**src/rtl/fb_write_buffer.sv**
```systemverilog
// fb_write_buffer: posted-write buffer between a pixel writer and a DDRAM port.
// Requests are queued in a circular FIFO. Back-to-back writes to the same word
// are merged into the tail entry. A single output register drives the DDRAM
// bus and holds its contents while the memory stalls.
module fb_write_buffer #(
    parameter int DEPTH = 16,
    parameter int AW    = 29
) (
    input  logic                     CLK_VIDEO,
    input  logic                     reset,
    input  logic                     wr,
    input  logic [AW-1:0]            addr,
    input  logic [63:0]              din,
    input  logic [7:0]               be,
    input  logic                     clr_ovf,
    input  logic                     DDRAM_BUSY,
    output logic                     DDRAM_WE,
    output logic [AW-1:0]            DDRAM_ADDR,
    output logic [63:0]              DDRAM_DIN,
    output logic [7:0]               DDRAM_BE,
    output logic [7:0]               DDRAM_BURSTCNT,
    output logic                     DDRAM_RD,
    output logic [$clog2(DEPTH):0]   level,
    output logic                     empty,
    output logic                     overflow
);

    localparam int            PW     = $clog2(DEPTH);
    localparam logic [PW:0]   L_ZERO = {(PW+1){1'b0}};
    localparam logic [PW:0]   L_ONE  = {{PW{1'b0}}, 1'b1};
    localparam logic [PW:0]   L_FULL = (PW+1)'(DEPTH);
    localparam logic [PW-1:0] P_ONE  = {{(PW-1){1'b0}}, 1'b1};

    // FIFO storage; entries are only meaningful between r_rptr and r_wptr
    logic [AW-1:0] r_mem_addr [DEPTH];
    logic [63:0]   r_mem_din  [DEPTH];
    logic [7:0]    r_mem_be   [DEPTH];

    logic [PW-1:0] r_wptr;
    logic [PW-1:0] r_rptr;
    logic [PW:0]   r_level;

    // Output register driving the DDRAM bus
    logic          r_we;
    logic [AW-1:0] r_oaddr;
    logic [63:0]   r_odin;
    logic [7:0]    r_obe;

    logic          r_ovf;
    logic          r_empty;

    logic          w_out_free;
    logic          w_pop;
    logic [PW-1:0] w_tail;
    logic          w_tail_stays;
    logic          w_merge;
    logic          w_fresh;
    logic          w_bypass;
    logic          w_push;
    logic          w_drop;
    logic [PW:0]   w_level_nxt;
    logic          w_we_nxt;

    // Byte-lane merge: lanes with sel set take the new data, others keep the old
    function automatic logic [63:0] merge_bytes(input logic [63:0] old_d,
                                                input logic [63:0] new_d,
                                                input logic [7:0]  sel);
        logic [63:0] res;
        res = old_d;
        for (int i = 0; i < 8; i++) begin
            if (sel[i]) begin
                res[8*i +: 8] = new_d[8*i +: 8];
            end else begin
                res[8*i +: 8] = old_d[8*i +: 8];
            end
        end
        return res;
    endfunction

    // Request classification: pop, merge, bypass, push or drop for this cycle
    always_comb begin
        w_out_free   = (!r_we) || (!DDRAM_BUSY);
        w_pop        = w_out_free && (r_level != L_ZERO);
        w_tail       = r_wptr - P_ONE;
        // The tail can only absorb a merge if it is not leaving the FIFO now
        w_tail_stays = (r_level > L_ONE) || ((r_level == L_ONE) && !w_pop);
        w_merge      = wr && w_tail_stays && (r_mem_addr[w_tail] == addr);
        w_fresh      = wr && !w_merge;
        w_bypass     = w_fresh && (r_level == L_ZERO) && w_out_free;
        w_push       = w_fresh && !w_bypass && (r_level != L_FULL);
        // A full FIFO drops new requests even if a pop frees a slot this cycle
        w_drop       = w_fresh && (r_level == L_FULL);

        case ({w_push, w_pop})
            2'b10:   w_level_nxt = r_level + L_ONE;
            2'b01:   w_level_nxt = r_level - L_ONE;
            default: w_level_nxt = r_level;
        endcase

        if (w_out_free) begin
            if (w_pop) begin
                w_we_nxt = 1'b1;
            end else if (w_bypass) begin
                w_we_nxt = 1'b1;
            end else begin
                w_we_nxt = 1'b0;
            end
        end else begin
            w_we_nxt = r_we;
        end
    end

    // Control state: pointers, occupancy, output register and status flags
    always_ff @(posedge CLK_VIDEO) begin
        if (reset) begin
            r_wptr  <= {PW{1'b0}};
            r_rptr  <= {PW{1'b0}};
            r_level <= L_ZERO;
            r_we    <= 1'b0;
            r_oaddr <= {AW{1'b0}};
            r_odin  <= 64'h0;
            r_obe   <= 8'h00;
            r_ovf   <= 1'b0;
            r_empty <= 1'b1;
        end else begin
            if (w_push) begin
                r_wptr <= r_wptr + P_ONE;
            end
            if (w_pop) begin
                r_rptr <= r_rptr + P_ONE;
            end
            r_level <= w_level_nxt;
            r_we    <= w_we_nxt;
            // Address/data/enables only change when the bus is free, so a
            // stalled transfer keeps its values
            if (w_pop) begin
                r_oaddr <= r_mem_addr[r_rptr];
                r_odin  <= r_mem_din[r_rptr];
                r_obe   <= r_mem_be[r_rptr];
            end else if (w_bypass) begin
                r_oaddr <= addr;
                r_odin  <= din;
                r_obe   <= be;
            end
            // A drop wins over a simultaneous clear so no loss goes unseen
            if (w_drop) begin
                r_ovf <= 1'b1;
            end else if (clr_ovf) begin
                r_ovf <= 1'b0;
            end
            r_empty <= (w_level_nxt == L_ZERO) && !w_we_nxt;
        end
    end

    // FIFO storage write: new entry at the tail, or in-place merge into it
    always_ff @(posedge CLK_VIDEO) begin
        if (!reset) begin
            if (w_push) begin
                r_mem_addr[r_wptr] <= addr;
                r_mem_din[r_wptr]  <= din;
                r_mem_be[r_wptr]   <= be;
            end else if (w_merge) begin
                r_mem_din[w_tail] <= merge_bytes(r_mem_din[w_tail], din, be);
                r_mem_be[w_tail]  <= r_mem_be[w_tail] | be;
            end
        end
    end

    assign DDRAM_WE       = r_we;
    assign DDRAM_ADDR     = r_oaddr;
    assign DDRAM_DIN      = r_odin;
    assign DDRAM_BE       = r_obe;
    assign DDRAM_BURSTCNT = 8'd1;
    assign DDRAM_RD       = 1'b0;
    assign level          = r_level;
    assign empty          = r_empty;
    assign overflow       = r_ovf;

endmodule

```
**config.mk**
```make
export PLATFORM = sky130hd
export DESIGN_NAME = fb_write_buffer
export DESIGN_NICKNAME = d
export VERILOG_FILES = /design/src/rtl/fb_write_buffer.sv
export SDC_FILE = /design/constraint.sdc
export NUM_CORES = 2
export LEC_CHECK = 0
export CAP_MARGIN = 20
export CORE_AREA = 2 2 406 408
export DETAILED_ROUTE_END_ITERATION = 6
export DIE_AREA = 0 0 408 410
export GPL_TIMING_DRIVEN = 0
export RECOVER_POWER = 50
export SLEW_MARGIN = 20
export SYNTH_ARGS = -nofsm -noshare
export SYNTH_HDL_FRONTEND = slang
export SYNTH_SLANG_ARGS = --single-unit
```
**constraint.sdc**
```tcl
create_clock -name CLK_VIDEO -period 7.3 [get_ports CLK_VIDEO]
set_clock_uncertainty 0.1 [all_clocks]
set_input_delay 1.46 -clock CLK_VIDEO [delete_from_list [all_inputs] [get_ports CLK_VIDEO]]
set_output_delay 1.46 -clock CLK_VIDEO [all_outputs]
set_load 0.005 [all_outputs]
```
# Word level (Yosys, flattened, before mapping)
# Memories as Yosys holds them, arrays and structs flattened. A register that Yosys moved wholly into a read port is not among the register bits.
# Cells that the tools add are included.
op_classes:
  add_sub_neg: 5
  magnitude_cmp: 1
  eq_ne: 14
  n_mux: 63
  n_bitwise: 1
  reduce_logical: 34
op_table:
  columns: ["op", "n"]
  rows:
  - ["$mux 8", 36]
  - ["$mux 64", 3]
  - ["$reduce_or 64->1", 1]
  - ["$mux 29", 2]
  - ["$mux 4", 8]
  - ["$ne 4x4->1 const B", 8]
  - ["$eq 29x29->1", 1]
  - ["$reduce_and 2->1", 8]
  - ["$mux 1", 13]
  - ["$logic_and 1x1->1", 11]
  - ["$logic_not 5->1", 2]
  - ["$pmux 5 s2", 1]
  - ["$add 4x1->4 const B", 2]
  - ["$or 8x8->8", 1]
  - ["$reduce_or 8->1", 1]
  - ["$logic_not 1->1", 6]
  - ["$add 5x1->5 const B", 1]
  - ["$eq 5x1->1 const B", 1]
  - ["$eq 5x5->1 const B", 1]
  - ["$gt 5x1->1 const B", 1]
  - ["$ne 5x5->1 const B", 1]
  - ["$reduce_bool 5->1", 1]
  - ["$sub 5x1->5 const B", 1]
  - ["$reduce_bool 2->1", 2]
  - ["other kinds (4)", 5]
word_totals:
  ff_bits: 117
  ram_bits: 1616
  inputBits: 106
  out_inout_bits: 118
  elab_cells: 130
  mem_count: 3
memory_table:
  columns: ["memory", "depth", "word_bits", "rd", "rd_clocked_by_memory_dff", "wr", "line", "text"]
  rows:
  - ["r_mem_din", 16, 64, 1, 1, 1, "36", "logic [63:0] r_mem_din [DEPTH];"]
  - ["r_mem_addr", 16, 29, 2, 1, 1, "35", "logic [AW-1:0] r_mem_addr [DEPTH];"]
  - ["r_mem_be", 16, 8, 2, 1, 1, "37", "logic [7:0] r_mem_be [DEPTH];"]

# Logic depth before layout (Yosys ltp)
logic_depth:
  depth_word: 21
  mapped_depth: 28
  depth_no_buf: 19

# Least setup slack after synthesis
# Ideal clock, no wire load.
synth_path:
  path_type: "flip-flop to flip-flop"
  from: "register r_wptr[0]"
  to: "memory r_mem_din[6][16] (enable)"
  setup_ps: 383
  arrival_ps: 5493
  required_time_ps: 6817
  slack_ps: 1324
  stages_incl_launch_ff: 21
  n_path_buf: 9
  synth_period_minus_slack_ps: 5976
  cell_sequence: "dfxtp_1 > buf_4 > inv_2 > buf_6 > buf_1 > ha_1 > xor2_1 > buf_4 > buf_2 > buf_1 > mux4_2 > a221oi_1 > xor2_1 > nand4_1 > or4_1 > buf_2 > nor3_2 > buf_6 > a21oi_1 > buf_2 > nor3_1"
synth_via:
  elab_chain_cells: 17
  elab_cells_between_ends: 37
  cone_classes: "add/sub (1); eq/ne (9); mux (9); reduce/logical (17); memory (1)"
synth_lines:
  columns: ["item", "line", "text"]
  rows:
  - ["from (decl)", "39", "logic [PW-1:0] r_wptr;"]
  - ["from (signal assigned)", "116", "r_wptr <= {PW{1'b0}};"]
  - ["from (signal assigned)", "127", "r_wptr <= r_wptr + P_ONE;"]
  - ["$sub 4x1->4 (*)", "84", "w_tail = r_wptr - P_ONE;"]
  - ["via w_tail[0]", "54", "logic [PW-1:0] w_tail;"]
  - ["$mem_v2 16x29", null, null]
  - ["$eq 29x29->1", "87", "w_merge = wr && w_tail_stays && (r_mem_addr[w_tail] == addr);"]
  - ["$logic_and 1x1->1", "87", null]
  - ["$logic_not 1->1", "88", "w_fresh = wr && !w_merge;"]
  - ["$logic_and 1x1->1", "88", null]
  - ["$logic_and 1x1->1 (2 in a row)", "89", "w_bypass = w_fresh && (r_level == L_ZERO) && w_out_free;"]
  - ["$logic_not 1->1", "90", "w_push = w_fresh && !w_bypass && (r_level != L_FULL);"]
  - ["$logic_and 1x1->1 (2 in a row)", "90", null]
  - ["$mux 1", "158", "if (w_push) begin"]
  - ["$mux 1", "157", "if (!reset) begin"]
  - ["$mux 1 (not written as such)", "163", "r_mem_din[w_tail] <= merge_bytes(r_mem_din[w_tail], din, be);"]
  - ["$reduce_and 2->1 (no source line)", null, null]
  - ["$reduce_or 64->1 (no source line)", null, null]
  - ["$mux 4 (no source line) / $mux 8 (equally long branches)", null, null]
  - ["to (decl)", "36", null]
# The timed path passes the listed nets; every way through them passes the cells marked *.

# Final worst setup path
layout_path:
  from: "register r_wptr[0]"
  to: "memory r_mem_din[12][54] (enable)"
# Same word-level chain as after synthesis.

==> impl_metrics.ini <==
[outcome]
status = complete, no violations

[worst_setup_path]
ff2ff_path_depth = 20
worst_r2r_startpoint = r_wptr[0]
worstSetupStartpointType = flop
worst-r2r-setup-slack_ns = 0.06
rr_endpoint = r_mem_din[12][54]
signal_arrival_time_at_the_worst_endpoint_ns = 7.64
critical_path_peak_fanout = 12
setup.worst_path.class = reg -> reg
worst-endpoint-required_ns = 7.69
timing.critical_path.to_type = flop

[die]
io_pins = 224
area_inside_the_core_boundary_sq_um = 163000
start_util_pct = 44.6
die_y_microns = 410
dieArea_sq_um = 167000
die_w_microns = 408
num_rows = 149

[global_routing]
global_route_wire_length_before_repair_microns = 308000
grt_start_max_net_pins = 30
first_global_vias = 40300
grt-ovfl-total = 0
antenna_found_initial = 25
grt_usage_pct = 26.2

[clocking]
clkSinkCount = 1737
cts-root-buf = sky130_fd_sc_hd__clkbuf_16
cts-buffers-inserted = 182
clock_tree_from_tritoncts = yes
worstSkewPairLatency_ns = 0.83
clkTransAtPathRegs_ns = 0.06
clock_tree.htree_level_count = 4
max-clock-path-buffers = 3

[detailed_routing]
detail_route.wl_per_cell_microns = 34.1
dr.pass1.iters = 6
num_vias = 40900
via_per_inst = 6.33
drt_first_iter_violations = 5381
antenna_left = 0
final_wl_microns = 220000
drt_drc_violations_left = 0

[placement]
placement.io_buffers = 213
placement.setup.worst_slack_ns = -2.13
gpl.final_weighted_congestion = 0.869
dp_hpwl_microns = 148000

[min_path]
hold_end = DDRAM_ADDR[22]
worstHoldPathCells = 2
hold_path.class = reg -> reg
holdCritStartpoint = DDRAM_ADDR[22]

[sta]
timing_max_transition_violations_final = 0
slew_headroom_pct = 21.5
worst-slew-pin-transition_ns = 1.18
fmaxAchievable_mhz = 138
hold_viol_final = 0
fin_worst_hold_slack_ns = 0.430
timing.final.ws_setup_ns = 0.0560
timing.final.crit_period_ns = 7.24
final-setup-viol-count = 0
fin_crit_sh_pct = 99.2
rsz0062_at_grt = true

[synthesis]
seq_area_frac_synth_pct = 69.8
synth_warnings = 0
synth_edf_count = 1616
yosys.cell_types.count = 70
postSynthRegisterBits = 1737
synthesis.area_sq_um = 73000
asyncSetResetFlopFracSynth_pct = 0
syn_avg_cell_area_sq_um = 20.5
syn-instance-count = 3568
ys_dominant_reg_cell = sky130_fd_sc_hd__edfxtp_1

[pwr]
power-per-cell-area_nw_per_um2 = 261
peakVddDrop_mv = 0.255
p_total_mw = 22.7
leakagePower_nw = 26.9

[finish]
regArea_sq_um = 50900
num-fill-cells = 12700
final_cell_mix = sky130_fd_sc_hd__edfxtp_1, sky130_fd_sc_hd__mux4_2, sky130_fd_sc_hd__clkbuf_16
area_growth_pct = 19.1
share_of_post_route_cells_with_drive_strength_above_1_pct = 33.0
layout.nets = 4215
multi_input_area_sq_um = 22300
most_common_cell_after_layout_fill_and_taps_aside = sky130_fd_sc_hd__edfxtp_1

[flow_run]
maxCapViolCount = 0
[synthesized netlist by cell type (3+ instances only)]
cell / instances / area, sq um
sky130_fd_sc_hd__nor2b_1: 5 / 31.3
sky130_fd_sc_hd__mux2i_1: 153 / 1530
sky130_fd_sc_hd__a211oi_1: 9 / 67.6
sky130_fd_sc_hd__buf_4: 18 / 135
sky130_fd_sc_hd__xnor2_1: 14 / 123
sky130_fd_sc_hd__nand2_1: 45 / 169
sky130_fd_sc_hd__o2111ai_1: 3 / 26.3
sky130_fd_sc_hd__a31o_2: 4 / 35.0
sky130_fd_sc_hd__a22oi_1: 6 / 45.0
sky130_fd_sc_hd__or4_1: 5 / 37.5
sky130_fd_sc_hd__nand2b_1: 3 / 18.8
sky130_fd_sc_hd__buf_1: 53 / 199
sky130_fd_sc_hd__clkbuf_1: 153 / 574
sky130_fd_sc_hd__or3_1: 8 / 50.1
sky130_fd_sc_hd__o31a_1: 3 / 26.3
sky130_fd_sc_hd__inv_1: 11 / 41.3
sky130_fd_sc_hd__a21o_1: 14 / 105
sky130_fd_sc_hd__ha_1: 11 / 138
sky130_fd_sc_hd__nor4_1: 3 / 18.8
sky130_fd_sc_hd__dfxtp_1: 121 / 2420
sky130_fd_sc_hd__a21oi_2: 5 / 43.8
sky130_fd_sc_hd__nor3b_1: 3 / 22.5
sky130_fd_sc_hd__nand3_1: 37 / 185
sky130_fd_sc_hd__buf_2: 48 / 240
sky130_fd_sc_hd__o211ai_1: 3 / 22.5
sky130_fd_sc_hd__and4_1: 4 / 35.0
sky130_fd_sc_hd__buf_6: 4 / 45.0
sky130_fd_sc_hd__nor3_1: 162 / 811
sky130_fd_sc_hd__xor2_1: 17 / 149
sky130_fd_sc_hd__and2_1: 4 / 25.0
sky130_fd_sc_hd__nand4_1: 9 / 56.3
sky130_fd_sc_hd__a22o_1: 4 / 35.0
sky130_fd_sc_hd__a221oi_1: 104 / 911
sky130_fd_sc_hd__a21oi_1: 29 / 145
sky130_fd_sc_hd__edfxtp_1: 1616 / 48500
sky130_fd_sc_hd__and3_1: 25 / 156
sky130_fd_sc_hd__nor2_1: 138 / 518
sky130_fd_sc_hd__o21ai_0: 15 / 75.1
sky130_fd_sc_hd__mux4_2: 657 / 14800
[sequential cells by signal, summed over array words and instances (netlist names), 4 cells and up, named ones only]
register	count
r_mem_be	128
r_mem_din	1024
r_mem_addr	464
DDRAM_DIN	64
r_wptr	4
r_rptr	4
DDRAM_BE	8
level	5
DDRAM_ADDR	29
[how the worst max path moves through the flow]
stage                        endpoint       from  slack (ns)  cells past startpoint
finish              r_mem_din[12][54]  r_wptr[0]        0.06                     20
global route                    empty  r_wptr[0]       -0.13                     24
CTS                 r_mem_din[10][54]  r_wptr[0]       0.005                     19
detailed placement   r_mem_din[6][16]  r_wptr[0]       -2.13                     19
global placement     r_mem_din[9][55]  r_wptr[0]       -3.11                     18
floorplan            r_mem_din[6][16]  r_wptr[0]        1.32                     20
[metal layers]
metal  share of wire [%]  up-vias  GRT usage (%)
li1                    -    16300              -
met1                  40    21800           36.9
met2                  46     2326           40.0
met3                 9.9      425           6.63
met4                 3.6       20           9.07
met5                0.10        -          0.489
[through the flow]
step           utilization, %   TNS, ns  instance area (sq um)  instances
2_1_floorplan               -         0                  73000       3575
3_3_place_gp             47.6  -4610.06                  77900       5977
3_5_place_dp             48.8  -2641.58                  79800       6082
4_1_cts                  52.8         0                  86400       6429
5_1_grt                  53.2    -0.140                  86900       6451
6_report                 53.2         0                  86900       6457
[critical path: stages (launching register included)]
cell,delay (ns)
sky130_fd_sc_hd__dfxtp_1,0.47
sky130_fd_sc_hd__buf_6,0.30
sky130_fd_sc_hd__inv_2,0.11
sky130_fd_sc_hd__buf_6,0.19
sky130_fd_sc_hd__clkbuf_4,0.26
sky130_fd_sc_hd__ha_1,0.45
sky130_fd_sc_hd__clkbuf_8,0.31
sky130_fd_sc_hd__clkbuf_4,0.36
sky130_fd_sc_hd__mux4_2,0.38
sky130_fd_sc_hd__mux2i_1,0.25
sky130_fd_sc_hd__xor2_2,0.33
sky130_fd_sc_hd__a41oi_1,0.20
sky130_fd_sc_hd__or4_1,0.63
sky130_fd_sc_hd__or4_1,0.60
sky130_fd_sc_hd__buf_2,0.22
sky130_fd_sc_hd__nor3_4,0.29
sky130_fd_sc_hd__buf_6,0.23
sky130_fd_sc_hd__a21oi_2,0.26
sky130_fd_sc_hd__clkbuf_4,0.36
sky130_fd_sc_hd__nor3_2,0.29
sky130_fd_sc_hd__buf_4,0.26
[repair_timing]
action	4_1_cts	5_1_grt
gates resized for setup	105	67
setup endpoints to repair	1857	988
buffers inserted	4	16
pin swaps	2	16
hold buffers	0	0
[report_power, final]
| group | internal [mW] | switching (mW) |
|---|---|---|
| registers | 11.0 | 0.0686 |
| logic | 0.997 | 1.36 |
| clock network | 5.26 | 3.99 |
| total | 17.2 | 5.42 |
[layout make-up]
type	count	share of cell area, %
Antenna cell	11	0.0317
Buffer	277	1.61
Clock buffer	247	5.74
Clock inverter	96	1.16
Inverter	13	0.0561
Multi-Input combinational cell	1548	25.6
Sequential cell	1737	58.6
Tap cell	2189	3.15
Timing Repair Buffer	339	4.03
[kinds of logic after synthesis]
family / after synthesis / synth area share, %
adders and majority gates: 11 / 0.189
and+or+nand+nor: 464 / 3.10
DFF: 1737 / 69.8
xor gates and xnor gates: 31 / 0.372
buffers and inverters: 290 / 1.71
muxes: 811 / 22.4
other: 2 / 0.0103
AOI/OAI and AO/OA: 222 / 2.40
(Power assumes the default switching activity.)
